==> src/rtl/fir_pkg.sv <==
// Shared defaults, FSM encoding and reset coefficient profile for the FIR tap sequencer.
package fir_pkg;

   localparam int NTAPS_DEF = 8;
   localparam int DW_DEF    = 16;
   localparam int CW_DEF    = 16;
   localparam int AW_DEF    = 32;

   typedef enum logic [1:0] {
      IDLE  = 2'd0,
      FETCH = 2'd1,
      MAC   = 2'd2,
      DONE  = 2'd3
   } state_t;

   // Reset coefficients form a unit impulse on tap 0, making the filter a pass-through.
   localparam int IMPULSE_TAP  = 0;
   localparam int IMPULSE_GAIN = 1;

   function automatic int impulse_coef(input int idx);
      return (idx == IMPULSE_TAP) ? IMPULSE_GAIN : 0;
   endfunction

endpackage

==> src/rtl/fir_mac.sv <==
// Signed multiply-accumulate: full-precision product sign-extended into a wrapping accumulator.
module fir_mac #(
   parameter int DW = 16,
   parameter int CW = 16,
   parameter int AW = 32
) (
   input  logic                 clk,
   input  logic                 reset,
   input  logic                 clear,
   input  logic                 en,
   input  logic signed [DW-1:0] a,
   input  logic signed [CW-1:0] b,
   output logic signed [AW-1:0] acc
);

   logic signed [DW+CW-1:0] prod_s;
   logic signed [AW-1:0]    prod_ext_s;
   logic signed [AW-1:0]    acc_d;
   logic signed [AW-1:0]    acc_q;

   // Product and next accumulator value; clear takes priority over accumulate.
   always_comb begin
      prod_s     = a * b;
      prod_ext_s = AW'(prod_s);
      if (clear) begin
         acc_d = '0;
      end else if (en) begin
         acc_d = acc_q + prod_ext_s;
      end else begin
         acc_d = acc_q;
      end
   end

   // Accumulator register.
   always_ff @(posedge clk) begin
      if (reset) begin
         acc_q <= '0;
      end else begin
         acc_q <= acc_d;
      end
   end

   assign acc = acc_q;

endmodule

==> src/rtl/fir_tap_sequencer.sv <==
// Time-multiplexed FIR: pops one sample, runs one MAC per tap, then holds the result until accepted.
module fir_tap_sequencer
   import fir_pkg::*;
#(
   parameter int NTAPS = NTAPS_DEF,
   parameter int DW    = DW_DEF,
   parameter int CW    = CW_DEF,
   parameter int AW    = AW_DEF
) (
   input  logic                       clk2,
   input  logic                       reset,
   input  logic                       fifo_empty,
   output logic                       fifo_rd,
   input  logic signed [DW-1:0]       fifo_data,
   input  logic                       cfg_we,
   input  logic [$clog2(NTAPS)-1:0]   cfg_addr,
   input  logic signed [CW-1:0]       cfg_data,
   output logic                       cfg_nack,
   output logic                       out_valid,
   input  logic                       out_ready,
   output logic signed [AW-1:0]       out_sum,
   output logic                       busy
);

   localparam int KW = $clog2(NTAPS);

   state_t               state_q, state_d;
   logic [KW-1:0]        wptr_q, wptr_d;
   logic [KW-1:0]        k_q, k_d;
   logic [KW-1:0]        wptr_next_s;
   logic [KW-1:0]        rd_idx_s;
   logic signed [DW-1:0] x_q [NTAPS];
   logic signed [DW-1:0] x_d [NTAPS];
   logic signed [CW-1:0] coef_q [NTAPS];
   logic signed [CW-1:0] coef_d [NTAPS];
   logic                 cfg_nack_q, cfg_nack_d;
   logic                 out_valid_q, out_valid_d;
   logic                 busy_q, busy_d;
   logic                 fifo_rd_s;
   logic                 mac_clr_s;
   logic                 mac_en_s;

   // Delay-line addressing: next write slot and the tap read for the current k.
   always_comb begin
      if (wptr_q == KW'(NTAPS - 1)) begin
         wptr_next_s = '0;
      end else begin
         wptr_next_s = wptr_q + KW'(1);
      end
      if (k_q > wptr_q) begin
         rd_idx_s = wptr_q + KW'(NTAPS) - k_q;
      end else begin
         rd_idx_s = wptr_q - k_q;
      end
   end

   // Next-state logic, coefficient writes and datapath controls.
   always_comb begin
      state_d    = state_q;
      wptr_d     = wptr_q;
      k_d        = k_q;
      x_d        = x_q;
      coef_d     = coef_q;
      fifo_rd_s  = 1'b0;
      mac_clr_s  = 1'b0;
      mac_en_s   = 1'b0;
      cfg_nack_d = cfg_we && (state_q != IDLE);

      if (cfg_we && (state_q == IDLE)) begin
         coef_d[cfg_addr] = cfg_data;
      end else begin
         coef_d = coef_q;
      end

      case (state_q)
         IDLE: begin
            if (!fifo_empty) begin
               fifo_rd_s = 1'b1;
               state_d   = FETCH;
            end else begin
               state_d   = IDLE;
            end
         end
         FETCH: begin
            x_d[wptr_next_s] = fifo_data;
            wptr_d           = wptr_next_s;
            k_d              = '0;
            mac_clr_s        = 1'b1;
            state_d          = MAC;
         end
         MAC: begin
            mac_en_s = 1'b1;
            if (k_q == KW'(NTAPS - 1)) begin
               k_d     = '0;
               state_d = DONE;
            end else begin
               k_d     = k_q + KW'(1);
               state_d = MAC;
            end
         end
         DONE: begin
            if (out_ready) begin
               state_d = IDLE;
            end else begin
               state_d = DONE;
            end
         end
         default: begin
            state_d = IDLE;
         end
      endcase

      out_valid_d = (state_d == DONE);
      busy_d      = (state_d != IDLE);
   end

   // State, pointers, delay line and coefficient registers.
   always_ff @(posedge clk2) begin
      if (reset) begin
         state_q     <= IDLE;
         wptr_q      <= '0;
         k_q         <= '0;
         cfg_nack_q  <= 1'b0;
         out_valid_q <= 1'b0;
         busy_q      <= 1'b0;
         for (int i = 0; i < NTAPS; i++) begin
            x_q[i]    <= '0;
            coef_q[i] <= CW'(impulse_coef(i));
         end
      end else begin
         state_q     <= state_d;
         wptr_q      <= wptr_d;
         k_q         <= k_d;
         cfg_nack_q  <= cfg_nack_d;
         out_valid_q <= out_valid_d;
         busy_q      <= busy_d;
         x_q         <= x_d;
         coef_q      <= coef_d;
      end
   end

   fir_mac #(
      .DW (DW),
      .CW (CW),
      .AW (AW)
   ) u_mac (
      .clk   (clk2),
      .reset (reset),
      .clear (mac_clr_s),
      .en    (mac_en_s),
      .a     (x_q[rd_idx_s]),
      .b     (coef_q[k_q]),
      .acc   (out_sum)
   );

   assign fifo_rd   = fifo_rd_s;
   assign cfg_nack  = cfg_nack_q;
   assign out_valid = out_valid_q;
   assign busy      = busy_q;

endmodule

==> config.mk <==
export PLATFORM = sky130hd
export DESIGN_NAME = fir_tap_sequencer
export DESIGN_NICKNAME = d
export VERILOG_FILES = /design/src/rtl/fir_pkg.sv /design/src/rtl/fir_mac.sv /design/src/rtl/fir_tap_sequencer.sv
export SDC_FILE = /design/constraint.sdc
export NUM_CORES = 2
export LEC_CHECK = 0
export CORE_AREA = 2 2 201 203
export CTS_BUF_LIST = sky130_fd_sc_hd__clkbuf_2
export DETAILED_ROUTE_END_ITERATION = 12
export DIE_AREA = 0 0 203 205
export GPL_TIMING_DRIVEN = 0
export HOLD_SLACK_MARGIN = 0.08
export MAX_ROUTING_LAYER = met4
export PLACE_DENSITY = 0.77
export SYNTH_ARGS = -nofsm -noshare
export SYNTH_HDL_FRONTEND = slang
export SYNTH_SLANG_ARGS = --single-unit
==> constraint.sdc <==
create_clock -name clk2 -period 11 [get_ports clk2]
set_input_delay 2.2 -clock clk2 [delete_from_list [all_inputs] [get_ports clk2]]
set_output_delay 2.2 -clock clk2 [all_outputs]
set_load 0.01 [all_outputs]
==> out/metrics.csv <==
stage,metric,value,unit
global_routing,antenna_found_initial,1,
global_routing,grtUsageTotal,32.85,%
critical_path,crit_path_max_fanout,10,
sta,drv_slew,0,
yosys,seq_area_frac_synth,25.70,%
place,post-place-ws,1166,ps
sta,setup_ws,967.2,ps
pwr,p_leak,10.71,nW
place,port_buffers,42,
floorplan,floorplan.rows,73,
cells_and_area,syn2layout_area_growth,7.364,%
cells_and_area,finalInstanceArea,25010,um2
clock_tree,cts_tree,done,
clock_tree,cts-root-buf,clkbuf_2,
floorplan,die_x,203,um
clock_tree,cts_resized,0,
yosys,synth_edf_count,0,
sta,setup_violations,0,
pwr,power.density,91.46,nW/um2
pwr,netSwitchingFraction,33.13,%
cells_and_area,fin_util,63.53,%
detailed_routing,drtPass1Iterations,6,
yosys,synth_largest_area_cell,dfxtp_1,
clock_tree,cts_buffers,77,
min_path,hold_path_depth,2,
sta,whs,457.1,ps
sta,hold_viol_final,0,
clock_tree,cts_setup_buffers,0,
critical_path,rr_worst_depth,27,
clock_tree,htreeDepth,3,
critical_path,cp-start-kind,flip-flop,
clock_tree,clk_latency,1010,ps
global_routing,grt_pass1_vias,19610,
detailed_routing,wl,63920,um
floorplan,dieArea,41620,um2
yosys,syn_area,23290,um2
cells_and_area,seqCellArea,5986,um2
detailed_routing,drt_iter0_markers,1685,
sta,timing.final.crit_share,91.21,%
detailed_routing,wl_per_cell,19.17,um
pwr,pwr-share-seq,49.2,%
place,gp_congestion,0.9411,
pwr,power_frac_clock,33.0,%
pwr,comb_power_share,17.8,%
cells_and_area,multi_input_area,15390,um2
clock_tree,clockBufferDepth,3,
yosys,syn_inst,2645,
yosys,synth_cell_types,56,
yosys,synthFlopType,dfxtp_1,
outcome,status,completed,
pwr,p_switching,0.7579,mW
cells_and_area,fillers,3368,
place,post_dp_cell_area,24370,um2
sta,fin_setup_tns,0,ps
yosys,synth.top_cell.area_share,25.70,%
detailed_routing,drc,0,
global_routing,grt_remaining_overflow,0,
global_routing,grt_pass1_wl,102700,um
critical_path,end_kind,flip-flop,
sta,tightestPinTransition,1374,ps
yosys,avgSynthCellArea,8.807,um2
clock_tree,hold_buffers,0,
global_routing,grt_max_degree,18,
floorplan,start_util,59.17,%
yosys,synthTopCellsByArea,"dfxtp_1, fa_1, nand2_1, mux4_2, a21oi_1",
critical_path,crit_type,flip-flop to flip-flop,
place,place_hpwl,49650,um
cells_and_area,drive_gt1_share,9.046,%
floorplan,core_area,39370,um2
clock_tree,clkTransAtPathRegs,100,ps
sta,relSlewSlack,5.782,%
critical_path,crit_required,11840,ps
detailed_routing,viasPerCell,5.695,
clock_tree,clock_sinks,299,
yosys,ys_ff_latch,299,
critical_path,arrival,10880,ps
yosys,syn_nets,3085,
cells_and_area,num-nets-final,3206,
pwr,intPower,1.530,mW
job,max-cap-violations,0,
sta,rsz0062_at_grt,false,
yosys,synthArstFlopShare,0,%
yosys,synth_commonest_cells,"nand2_1, inv_1, dfxtp_1",
detailed_routing,vias,18990,
yosys,synth_most_common_cell,nand2_1,
yosys,synth_warnings,0,
floorplan,pin_count,76,
sta,fin_crit,10030,ps
detailed_routing,ant_nets,0,
floorplan,die_y,205,um
sta,fmax,99.67,MHz
min_path,hold_path.class,flip-flop to flip-flop,
sta,clock_skew,106.8,ps
pwr,peakVddDrop,0.00008937,V
final timing paths:
kind,startpoint,to,slack (ps)
setup / recovery,k_q[1],u_mac.acc[31],970
hold / removal,x_q[95],x_q[95],460
hold reg to reg,x_q[95],x_q[95],460
setup reg to reg,k_q[1],u_mac.acc[31],970
kinds of logic (layout without fill, tap and decap cells):
logic type	after synthesis	after routing	share of synthesized area, %
compound gates	354	354	8.256
fa+ha+maj	400	400	30.93
other cells	0	1	0
flops	299	299	25.70
mux	137	137	9.453
buf+inv	496	659	8.223
simple gates	927	927	16.14
xor+xnor	32	32	1.305
cell usage in the layout, fill, tap and decap left out, types with 63 or more instances in the layout:
master    netlist  routed
nand2_1       634     634
inv_1         342     342
dfxtp_1       299     299
fa_1          293     293
a21oi_1       280     280
nor2_1        176     176
clkbuf_2       25     131
clkbuf_1      111     111
ha_1          107     107
mux4_2         63      63
layout make-up:
cell class	count	share of cell area (%)
Multi-Input combinational cell	1850	61.55
Inverter	342	5.133
Clock buffer	106	2.121
Antenna cell	1	0.01001
Clock inverter	15	0.4202
Sequential cell	299	23.93
Tap cell	525	2.626
Timing Repair Buffer	42	1.681
Buffer	154	2.526
metrics by stage:
step	cells	total power, mW
2_1_floorplan	2645	1.420
3_3_place_gp	3212	1.537
3_5_place_dp	3212	1.550
4_1_cts	3333	2.292
5_1_grt	3334	2.382
6_report	3334	2.287
power by group through the flow:
stage	combinational (mW)	sequential, mW	clock [mW]
6_report	0.406	1.13	0.755
5_1_grt	0.441	1.13	0.812
4_1_cts	0.401	1.13	0.765
3_5_place_dp	0.400	1.15	0
3_3_place_gp	0.388	1.15	0
2_1_floorplan	0.273	1.15	0
registers in the layout, summed over array words and instances (netlist names):
name	flops
u_mac.acc	32
x_q	128
wptr_q	3
cfg_nack	1
k_q	3
busy	1
coef_q	128
out_valid	1
state_q	2
critical path, cell delays in order, from the launching register on:
cell,delay [ps]
dfxtp_1,350
clkbuf_1,370
clkbuf_1,630
inv_1,140
fa_1,420
xor3_2,370
buf_2,440
mux4_2,640
mux2i_1,940
nor2_1,150
fa_1,590
inv_1,50
fa_1,470
fa_1,510
inv_1,60
fa_1,490
fa_1,500
inv_1,50
fa_1,470
inv_1,40
ha_1,340
nand3_1,180
a211oi_1,350
a211o_1,360
a22oi_1,220
o311ai_0,450
mux2i_1,240
o21ai_1,70
per-layer routing:
metal | global-route usage (%) | part of all wire, % | vias up
li1 | - | - | 8615
met1 | 41.29 | 40 | 9244
met2 | 51.71 | 46 | 913
met3 | 6.252 | 8.9 | 215
met4 | 15.41 | 4.7 | 0
met5 | - | 0 | -
(Power assumes the default switching activity.)
